$ cat src/rtl/branch_redirect_unit.sv
// rtl/branch_redirect_unit.sv - EX-stage branch decision, target generation, PC register and flush FSM
//
// Ports:
//   clk_i, rst_i            clock (rising edge), asynchronous active-high reset
//   stall_i                 holds the PC and the flush counter
//   ex_valid_i              EX slot holds a valid instruction
//   ex_is_br_i/jal_i/jalr_i control-transfer type flags (jalr > jal > br)
//   ex_funct3_i             branch condition encoding
//   ex_pc_i, ex_imm_i       PC and sign-extended immediate of the EX instruction
//   ex_rs1_i                JALR base register value
//   br_less_i, br_equal_i   comparator results
//   br_unsign_o             selects unsigned compare in the comparator (combinational)
//   pc_o                    fetch PC (registered)
//   redirect_o              one-cycle pulse: pc_o was just loaded with a target
//   flush_o                 squash IF/ID while high
//   misalign_o              one-cycle pulse: target[1] set, transfer suppressed
//   illegal_br_o            one-cycle pulse: reserved funct3 on a valid branch
//   taken_cnt_o             saturating count of redirects
module branch_redirect_unit #(
    parameter logic [31:0] RESET_PC     = 32'h0000_0000,
    parameter int          FLUSH_CYCLES = 2,
    parameter int          CNT_W        = 32
) (
    input  logic             clk_i,
    input  logic             rst_i,
    input  logic             stall_i,
    input  logic             ex_valid_i,
    input  logic             ex_is_br_i,
    input  logic             ex_is_jal_i,
    input  logic             ex_is_jalr_i,
    input  logic [2:0]       ex_funct3_i,
    input  logic [31:0]      ex_pc_i,
    input  logic [31:0]      ex_imm_i,
    input  logic [31:0]      ex_rs1_i,
    input  logic             br_less_i,
    input  logic             br_equal_i,
    output logic             br_unsign_o,
    output logic [31:0]      pc_o,
    output logic             redirect_o,
    output logic             flush_o,
    output logic             misalign_o,
    output logic             illegal_br_o,
    output logic [CNT_W-1:0] taken_cnt_o
);

    typedef enum logic {
        RUN   = 1'b0,
        FLUSH = 1'b1
    } state_t;

    localparam logic [2:0] FLUSH_INIT = 3'(FLUSH_CYCLES);

    state_t           state_q, state_d;
    logic [2:0]       fcnt_q, fcnt_d;
    logic [31:0]      pc_d;
    logic             redirect_d, flush_d, misalign_d, illegal_d;
    logic [CNT_W-1:0] cnt_d;

    logic        taken;
    logic        sel_jalr, sel_jal, sel_br;
    logic [31:0] sum_pc, sum_rs1, target, pc_seq;
    logic        run, xfer, illegal_hit;

    // funct3[1] distinguishes the unsigned compare pair (BLTU/BGEU).
    assign br_unsign_o = ex_funct3_i[1];

    always_comb begin
        taken = 1'b0;
        case (ex_funct3_i)
            3'b000:         taken = br_equal_i;
            3'b001:         taken = ~br_equal_i;
            3'b100, 3'b110: taken = br_less_i;
            3'b101, 3'b111: taken = ~br_less_i;
            default:        taken = 1'b0;
        endcase
    end

    // Only one type is honoured when several flags are set.
    assign sel_jalr = ex_is_jalr_i;
    assign sel_jal  = ~ex_is_jalr_i & ex_is_jal_i;
    assign sel_br   = ~ex_is_jalr_i & ~ex_is_jal_i & ex_is_br_i;

    assign sum_pc  = ex_pc_i + ex_imm_i;
    assign sum_rs1 = ex_rs1_i + ex_imm_i;
    assign target  = sel_jalr ? (sum_rs1 & ~32'h1) : sum_pc;

    assign run         = (state_q == RUN);
    assign xfer        = ex_valid_i & run & (sel_jalr | sel_jal | (sel_br & taken));
    assign illegal_hit = ex_valid_i & run & sel_br & (ex_funct3_i[2:1] == 2'b01);
    assign pc_seq      = stall_i ? pc_o : pc_o + 32'd4;

    always_comb begin
        state_d    = state_q;
        fcnt_d     = fcnt_q;
        pc_d       = pc_seq;
        redirect_d = 1'b0;
        misalign_d = 1'b0;
        illegal_d  = illegal_hit;
        cnt_d      = taken_cnt_o;
        case (state_q)
            RUN: begin
                if (xfer && target[1]) begin
                    misalign_d = 1'b1;
                end else if (xfer) begin
                    // A redirect wins over stall_i.
                    pc_d       = target;
                    redirect_d = 1'b1;
                    state_d    = FLUSH;
                    fcnt_d     = FLUSH_INIT;
                    if (taken_cnt_o != '1) begin
                        cnt_d = taken_cnt_o + CNT_W'(1);
                    end
                end
            end
            FLUSH: begin
                if (!stall_i) begin
                    if (fcnt_q == 3'd1) begin
                        state_d = RUN;
                        fcnt_d  = 3'd0;
                    end else begin
                        fcnt_d = fcnt_q - 3'd1;
                    end
                end
            end
            default: begin
                state_d = RUN;
                fcnt_d  = 3'd0;
            end
        endcase
        flush_d = (state_d == FLUSH);
    end

    always_ff @(posedge clk_i or posedge rst_i) begin
        if (rst_i) begin
            state_q      <= RUN;
            fcnt_q       <= 3'd0;
            pc_o         <= RESET_PC;
            redirect_o   <= 1'b0;
            flush_o      <= 1'b0;
            misalign_o   <= 1'b0;
            illegal_br_o <= 1'b0;
            taken_cnt_o  <= '0;
        end else begin
            state_q      <= state_d;
            fcnt_q       <= fcnt_d;
            pc_o         <= pc_d;
            redirect_o   <= redirect_d;
            flush_o      <= flush_d;
            misalign_o   <= misalign_d;
            illegal_br_o <= illegal_d;
            taken_cnt_o  <= cnt_d;
        end
    end

endmodule

$ cat config.mk
export PLATFORM = sky130hd
export DESIGN_NAME = branch_redirect_unit
export DESIGN_NICKNAME = d
export VERILOG_FILES = /design/src/rtl/branch_redirect_unit.sv
export SDC_FILE = /design/constraint.sdc
export NUM_CORES = 1
export LEC_CHECK = 0
export ABC_AREA = 1
export BUFFER_PORTS_ARGS = -buffer_cell sky130_fd_sc_hd__buf_2
export CORE_ASPECT_RATIO = 2
export CORE_UTILIZATION = 30
export DETAILED_ROUTE_END_ITERATION = 7
export GPL_TIMING_DRIVEN = 0
export MAX_ROUTING_LAYER = met4
export PLACE_DENSITY_LB_ADDON = 0.15
export SETUP_SLACK_MARGIN = 0.1
export SLEW_MARGIN = 15
export SYNTH_ARGS = -nofsm -noshare
export SYNTH_HDL_FRONTEND = slang
export SYNTH_SLANG_ARGS = --single-unit
$ cat constraint.sdc
create_clock -name clk_i -period 3.6 [get_ports clk_i]
set_input_delay 0.72 -clock clk_i [delete_from_list [all_inputs] [get_ports clk_i]]
set_output_delay 0.72 -clock clk_i [all_outputs]
set_load 0.02 [all_outputs]
# ---- After elaboration in Yosys (flattened, before gate mapping)
# Cells that the tools add are included.
dict set report word_totals {
  reg_bits 71
  latch_bits 0
  mem_bits_rw 0
  romBits 0
  input_bits 108
  output_inout_bits 69
  wordCells 64
  memories 0
}
dict set report classes {
  addsub 5
  multipliers 0
  div 0
  order_cmp 0
  n_eq_ne 11
  n_shift 0
  muxes 19
  n_bitwise 16
  n_reduce_logical 6
}
# operator n
set ops {}
lappend ops {{32-bit two-way mux} 5}
lappend ops {{32-bit adder} 2}
lappend ops {{32-bit by 1-bit adder with 32-bit output, second input constant} 1}
lappend ops {{32-bit by 3-bit adder with 32-bit output, second input constant} 1}
lappend ops {{32-bit != test, second input constant} 1}
lappend ops {{3-bit == test, second input constant} 4}
lappend ops {{3-bit two-way mux} 4}
lappend ops {{1-bit AND} 8}
lappend ops {{1-bit two-way mux} 7}
lappend ops {{3-bit by 1-bit == test with 1-bit output, second input constant} 2}
lappend ops {{1-bit NOT} 6}
lappend ops {{3-bit case mux with 2 select lines} 1}
lappend ops {{2-bit != test, second input constant} 2}
lappend ops {{1-bit case mux with 4 select lines} 1}
lappend ops {{4-bit AND reduction} 1}
lappend ops {{2-bit OR reduction} 2}
lappend ops {{3-bit logical NOT} 1}
lappend ops {{3-bit AND reduction} 1}
lappend ops {{3-bit by 1-bit subtractor with 3-bit output, second input constant} 1}
lappend ops {{2-bit by 1-bit == test with 1-bit output, second input constant} 1}
lappend ops {{2-bit by 1-bit != test with 1-bit output, second input constant} 1}
lappend ops {{1-bit OR} 2}
lappend ops {{1-bit case mux with 2 select lines} 1}
lappend ops {{1-bit logical AND} 1}

# ---- Depth between registers and ports, before layout
dict set report logic_depth {
  ltp_word 9
  depth_mapped 16
  ltp_nobuf 16
}

# ---- Least setup slack after synthesis
# OpenSTA, ideal clock, no wires.
dict set report synth_path {
  kind {input to register}
  startpoint {input ex_pc_i[0]}
  endpoint {register taken_cnt_o[11]}
  arrival_time_ps 2230
  path_slack_ps 1290
  path_stages 9
  path_buffers 1
  path_cell_list {ha_1 fa_1 mux2i_1 nand3_2 inv_4 nand2_4 buf_6 nor2_2 xor2_1}
}
dict set report synth_between {
  elab_chain_cells 5
}
# item line_no
set synth_rtl {}
lappend synth_rtl {{start: declaration} 32} ;# input logic [31:0] ex_pc_i,
lappend synth_rtl {{32-bit adder} 83} ;# assign sum_pc = ex_pc_i + ex_imm_i;
lappend synth_rtl {{32-bit two-way mux} 85} ;# assign target = sel_jalr ? (sum_rs1 & ~32'h1) : sum_pc;
lappend synth_rtl {{1-bit logical AND} 102} ;# if (xfer && target[1]) begin
lappend synth_rtl {{1-bit NOT (no source line)} n/a}
lappend synth_rtl {{4-bit AND reduction (no source line)} n/a}
lappend synth_rtl {{end signal: assignment} 151} ;# taken_cnt_o <= cnt_d;
lappend synth_rtl {{end: declaration} 43} ;# output logic [CNT_W-1:0] taken_cnt_o
# Every way passes these cells.
# A chain may end at the register's enable or synchronous reset.

# ---- Worst setup path in the final report
dict set report layout_path {
  startpoint {input ex_pc_i[0]}
  endpoint {register pc_o[28]}
}
dict set report layout_between {
  elab_chain_cells 5
  elab_cells_between_ends 6
  cone_classes {1 x add/sub; 4 x mux; 1 x reduce/logical}
}
# item line_no
set layout_rtl {}
lappend layout_rtl {{32-bit adder *} 83}
lappend layout_rtl {{32-bit two-way mux *} 85}
lappend layout_rtl {{32-bit two-way mux / 1-bit logical AND (equally long branches)} {104, 102}}
lappend layout_rtl {{32-bit two-way mux *} 102}
lappend layout_rtl {{32-bit two-way mux *} 100} ;# case (state_q)
lappend layout_rtl {{named net pc_d[28]} 55} ;# logic [31:0] pc_d;
lappend layout_rtl {{end signal: assignment} 146} ;# pc_o <= pc_d;
lappend layout_rtl {{end: declaration} 38} ;# output logic [31:0] pc_o,
# Mark *: on every way through the listed nets, which the timed path passes. The rest lies on a longest branch.

==> impl_results.html <==
<table>
<tr><th>Metric</th><th>Value</th></tr>
<tr><th colspan="2">Status</th></tr>
<tr><td>Status</td><td>complete, no violations</td></tr>
<tr><th colspan="2">Yosys</th></tr>
<tr><td>Synthesized netlist net count</td><td>1812</td></tr>
<tr><td>Largest cells by area after synthesis</td><td>sky130_fd_sc_hd__nand2_1 (25%), sky130_fd_sc_hd__dfrtp_1 (19%), sky130_fd_sc_hd__inv_1 (11%)</td></tr>
<tr><td>Top cell type's share of synthesized area</td><td>25.05%</td></tr>
<tr><td>Portion of netlist area occupied by mux cells</td><td>0.2144%</td></tr>
<tr><td>Count of yosys warnings during synthesis</td><td>0</td></tr>
<tr><td>Cell type with the largest total area after synthesis</td><td>sky130_fd_sc_hd__nand2_1</td></tr>
<tr><td>Count of different cell masters after synthesis</td><td>50</td></tr>
<tr><td>Post-synthesis average cell area</td><td>5.703 µm²</td></tr>
<tr><td>Count of state elements after synthesis</td><td>70</td></tr>
<tr><td>Post-synthesis share of cell area spent on xor and xnor gates</td><td>5.535%</td></tr>
<tr><td>Synth Area in Simple Gates</td><td>45.75%</td></tr>
<tr><td>Share of synthesized area occupied by flip-flops and latches</td><td>18.76%</td></tr>
<tr><td>Combinational family with the most area after synthesis</td><td>simple AND/OR/NAND/NOR gates</td></tr>
<tr><td>Number of instances in the synthesized netlist</td><td>1637</td></tr>
<tr><td>Syn Std Cell Area</td><td>0.009336 mm²</td></tr>
<tr><td>Compound-Gate Fraction of Synth Area</td><td>7.237%</td></tr>
<tr><td>Post-synthesis share of cell area spent on full adders, half adders and majority gates</td><td>9.140%</td></tr>
<tr><th colspan="2">CTS</th></tr>
<tr><td>Number of sinks handled by clock tree synthesis</td><td>70</td></tr>
<tr><td>Clock network latency to the later pin of the worst-skew pair</td><td>0.36 ns</td></tr>
<tr><td>Root buffer selected by CTS</td><td>sky130_fd_sc_hd__clkbuf_16</td></tr>
<tr><td>TritonCTS clock tree</td><td>done</td></tr>
<tr><td>Post-CTS Repair Setup Buffers</td><td>0</td></tr>
<tr><td>Number of CTS-inserted buffers</td><td>9</td></tr>
<tr><td>Longest Clk Path Bufs</td><td>2</td></tr>
<tr><td>Clock transition time at the flip-flop clock pins of the worst setup and hold paths</td><td>0.06 ns</td></tr>
<tr><td>Number of hold-repair buffers added at the cts stage</td><td>0</td></tr>
<tr><td>H-tree levels</td><td>3</td></tr>
<tr><td>Gates resized, CTS repair</td><td>0</td></tr>
<tr><th colspan="2">Run</th></tr>
<tr><td>Total of max-cap violations</td><td>0</td></tr>
<tr><th colspan="2">Power and ir drop</th></tr>
<tr><td>Total design power</td><td>0.004778 W</td></tr>
<tr><td>Power per Cell Area</td><td>434.6 mW/mm²</td></tr>
<tr><td>Leak Pwr</td><td>6.326 nW</td></tr>
<tr><td>Worst VDD drop</td><td>0.0002869 V</td></tr>
<tr><th colspan="2">Floorplan</th></tr>
<tr><td>Height of the die</td><td>251.5 µm</td></tr>
<tr><td>Die area</td><td>0.03187 mm²</td></tr>
<tr><td>Core region area</td><td>0.03074 mm²</td></tr>
<tr><td>Number of rows created at floorplan</td><td>91</td></tr>
<tr><td>Boundary Pins</td><td>177</td></tr>
<tr><td>Die boundary width</td><td>126.7 µm</td></tr>
<tr><td>Initial cell density of the core</td><td>30.37%</td></tr>
<tr><th colspan="2">Place</th></tr>
<tr><td>Buffers added on ports</td><td>174</td></tr>
<tr><td>Sum of net half-perimeters after detailed placement</td><td>33700 µm</td></tr>
<tr><td>Last weighted congestion value of the routability-driven placer</td><td>0.9510</td></tr>
<tr><td># placed instances</td><td>2184</td></tr>
<tr><th colspan="2">Worst setup path</th></tr>
<tr><td>Crit-path leading delay family</td><td>adder cells</td></tr>
<tr><td>Largest incremental delay on the critical path</td><td>0.45 ns</td></tr>
<tr><td>Buffer and inverter count on the worst path</td><td>4</td></tr>
<tr><td>Max stage delay cell, worst path</td><td>sky130_fd_sc_hd__fa_1</td></tr>
<tr><td>Sequence of cells on the critical path</td><td>buf_2 -&gt; ha_1 -&gt; fa_1 -&gt; mux2i_1 -&gt; nand3_2 -&gt; inv_4 -&gt; buf_2 -&gt; nand3_1 -&gt; nand2_1 -&gt; inv_1</td></tr>
<tr><td>Register-to-register setup slack</td><td>1.22 ns</td></tr>
<tr><td>Worst flop-to-flop path endpoint</td><td>taken_cnt_o[23]</td></tr>
<tr><td>CP Data Required Time</td><td>3.86 ns</td></tr>
<tr><td>Depth of the most critical reg-to-reg path</td><td>10</td></tr>
<tr><td>Startpoint kind of the worst setup timing path</td><td>input port</td></tr>
<tr><td>Crit path DAT</td><td>2.87 ns</td></tr>
<tr><td>Most used cell along the critical path</td><td>sky130_fd_sc_hd__buf_2</td></tr>
<tr><td>Critical path class</td><td>in -&gt; reg</td></tr>
<tr><td>Crit Path Max Fanout</td><td>10</td></tr>
<tr><td>CP Capture Type</td><td>register</td></tr>
<tr><td>Worst reg2reg startpoint</td><td>taken_cnt_o[24]</td></tr>
<tr><th colspan="2">Global route</th></tr>
<tr><td>Overflow left after global routing</td><td>0</td></tr>
<tr><td>Pin count of the biggest net entering global routing</td><td>42</td></tr>
<tr><td>Global-route usage over all layers</td><td>25.52%</td></tr>
<tr><td>Number of antenna violations at the first check in global routing</td><td>0</td></tr>
<tr><td>Wire length of the first global-routing pass</td><td>58770 µm</td></tr>
<tr><td>Vias in the first global route</td><td>11100</td></tr>
<tr><th colspan="2">STA</th></tr>
<tr><td>Minimum hold slack</td><td>0.3587 ns</td></tr>
<tr><td>Final-layout setup total negative slack</td><td>0 ns</td></tr>
<tr><td>Max Slew Vio Count</td><td>0</td></tr>
<tr><td>Unrepaired setup endpoints after global routing</td><td>no</td></tr>
<tr><td>Transition time of the tightest slew-check pin</td><td>0.7573 ns</td></tr>
<tr><td>Final Hold Viols</td><td>0</td></tr>
<tr><td>Number of setup violations in the final report</td><td>0</td></tr>
<tr><td>Relative slew slack</td><td>49.51%</td></tr>
<tr><td>Part of the cycle the worst path needs</td><td>72.54%</td></tr>
<tr><td>Minimum clock period</td><td>2.611 ns</td></tr>
<tr><td>Maximum clock frequency</td><td>382.9 MHz</td></tr>
<tr><td>Clk_skew</td><td>0.006095 ns</td></tr>
<tr><th colspan="2">Worst hold path</th></tr>
<tr><td>Class of the tightest hold or removal check</td><td>in -&gt; async</td></tr>
<tr><th colspan="2">Final layout</th></tr>
<tr><td>Area growth, synth to finish</td><td>17.74%</td></tr>
<tr><td>Final std cells w/o fill</td><td>2200</td></tr>
<tr><td>Commonest cells after routing, fill and taps aside</td><td>sky130_fd_sc_hd__nand2_1 (623), sky130_fd_sc_hd__inv_1 (285), sky130_fd_sc_hd__buf_2 (180), sky130_fd_sc_hd__nand3_1 (137), sky130_fd_sc_hd__nor2_1 (126)</td></tr>
<tr><td>Commonest non-fill, non-tap cell in the layout</td><td>sky130_fd_sc_hd__nand2_1</td></tr>
<tr><td># nets final</td><td>1998</td></tr>
<tr><td>Diode insertion count for antenna repair</td><td>0</td></tr>
<tr><td>Final cell utilization of the core</td><td>35.76%</td></tr>
<tr><td>Share of final-layout standard cells stronger than drive strength 1</td><td>13.73%</td></tr>
<tr><th colspan="2">Drt</th></tr>
<tr><td>Iter 0 DRT Violations</td><td>478</td></tr>
<tr><td>Total vias in the final route</td><td>10780</td></tr>
<tr><td>Iteration count of the initial detailed-routing pass</td><td>7</td></tr>
<tr><td>Final WL</td><td>38620 µm</td></tr>
<tr><td>Vias per inst</td><td>4.900</td></tr>
<tr><td>ANT nets after route</td><td>0</td></tr>
<tr><td>Post-detailed-route DRC marker count</td><td>0</td></tr>
<tr><td>Average detailed-routed wire length per instance</td><td>17.55 µm</td></tr>
</table>
==> report_power, final <==
part           switching (W)  internal [W]  total [W]
Combinational        0.00166      0.000825    0.00249
Sequential          0.000353       0.00104    0.00139
Clock               0.000369      0.000531   0.000899
==> cells by family (layout without fill, tap and decap cells) <==
| group | count (synthesis) | count (layout) |
|---|---|---|
| AO/OA/AOI/OAI | 122 | 122 |
| XOR/XNOR | 59 | 59 |
| adder cells (fa/ha/maj) | 67 | 67 |
| buffers and inverters | 316 | 507 |
| flip-flops | 70 | 70 |
| multiplexers | 2 | 2 |
| other | 1 | 1 |
| AND/OR/NAND/NOR | 1000 | 1000 |
==> worst register-to-register path, stage by stage (launching register included) <==
cell                      delay [ns]
sky130_fd_sc_hd__dfrtp_1        0.53
sky130_fd_sc_hd__nand2_1        0.13
sky130_fd_sc_hd__nor2_1         0.12
sky130_fd_sc_hd__inv_1          0.08
sky130_fd_sc_hd__nor4_1         0.52
sky130_fd_sc_hd__nand4_1        0.28
sky130_fd_sc_hd__nand2_4        0.20
sky130_fd_sc_hd__inv_4          0.11
sky130_fd_sc_hd__buf_6          0.18
sky130_fd_sc_hd__nand2_2        0.08
sky130_fd_sc_hd__o21ai_2        0.04
==> cell usage after synthesis (all sizes together) <==
cell type / instances
dfrtp: 70
or2: 8
nand3b: 12
mux2i: 2
nor3b: 3
a31oi: 2
a22oi: 2
o22ai: 1
a211oi: 1
ha: 65
a21oi: 60
o21ai: 44
o31ai: 1
nor4: 15
xor2: 34
a21o: 3
and2: 2
xnor2: 25
clkbuf: 7
a32oi: 1
nand2: 630
and3: 2
nor3: 27
nand3: 141
o21a: 1
o21bai: 3
a21boi: 1
buf: 15
o211ai: 2
nand4: 25
conb: 1
fa: 2
inv: 294
nor2: 135
==> worst max path at each step <==
stage                        end       start  slack (ns)  cells after the start
detailed placement      pc_o[28]  ex_pc_i[0]        0.58                     10
CTS                     pc_o[28]  ex_pc_i[0]        0.96                     10
global placement    illegal_br_o       rst_i       -0.04                      2
finish                  pc_o[28]  ex_pc_i[0]        0.99                     10
floorplan              fcnt_q[0]       rst_i        1.11                      1
global route            pc_o[28]  ex_pc_i[0]        0.82                     14
==> metrics by stage <==
step / setup slack (ns) / instance area [µm²]
2_1_floorplan: 1.112 / 9336
3_3_place_gp: -0.03502 / 10670
3_5_place_dp: 0.5829 / 10700
4_1_cts: 0.9635 / 10990
5_1_grt: 0.8211 / 10990
6_report: 0.9887 / 10990
==> flip-flops by register name, indices dropped and copies added (netlist names) <==
name	flops
redirect_o	1
pc_o	31
taken_cnt_o	32
fcnt_q	3
state_q	1
misalign_o	1
illegal_br_o	1
==> final cells by class <==
class / count / area (µm²)
Buffer: 22 / 135.1
Clock buffer: 9 / 225.2
Clock inverter: 7 / 65.06
Fill cell: 3584 / 19750
Inverter: 294 / 1111
Multi-Input combinational cell: 1251 / 6341
Sequential cell: 70 / 1752
Tap cell: 372 / 465.4
Timing Repair Buffer: 175 / 898.4
==> layer usage <==
layer  GRT usage (%)  part of all wire (%)  up-vias  wire (µm)
li1                -                     -     5492          -
met4           19.35                   8.2        0       3186
met1           20.48                    32     4845      12210
met5               -                     0        -          0
met2           51.49                    57      306      22010
met3           2.651                   3.1      138       1212
Note: power is estimated with default switching activity, not from simulation.
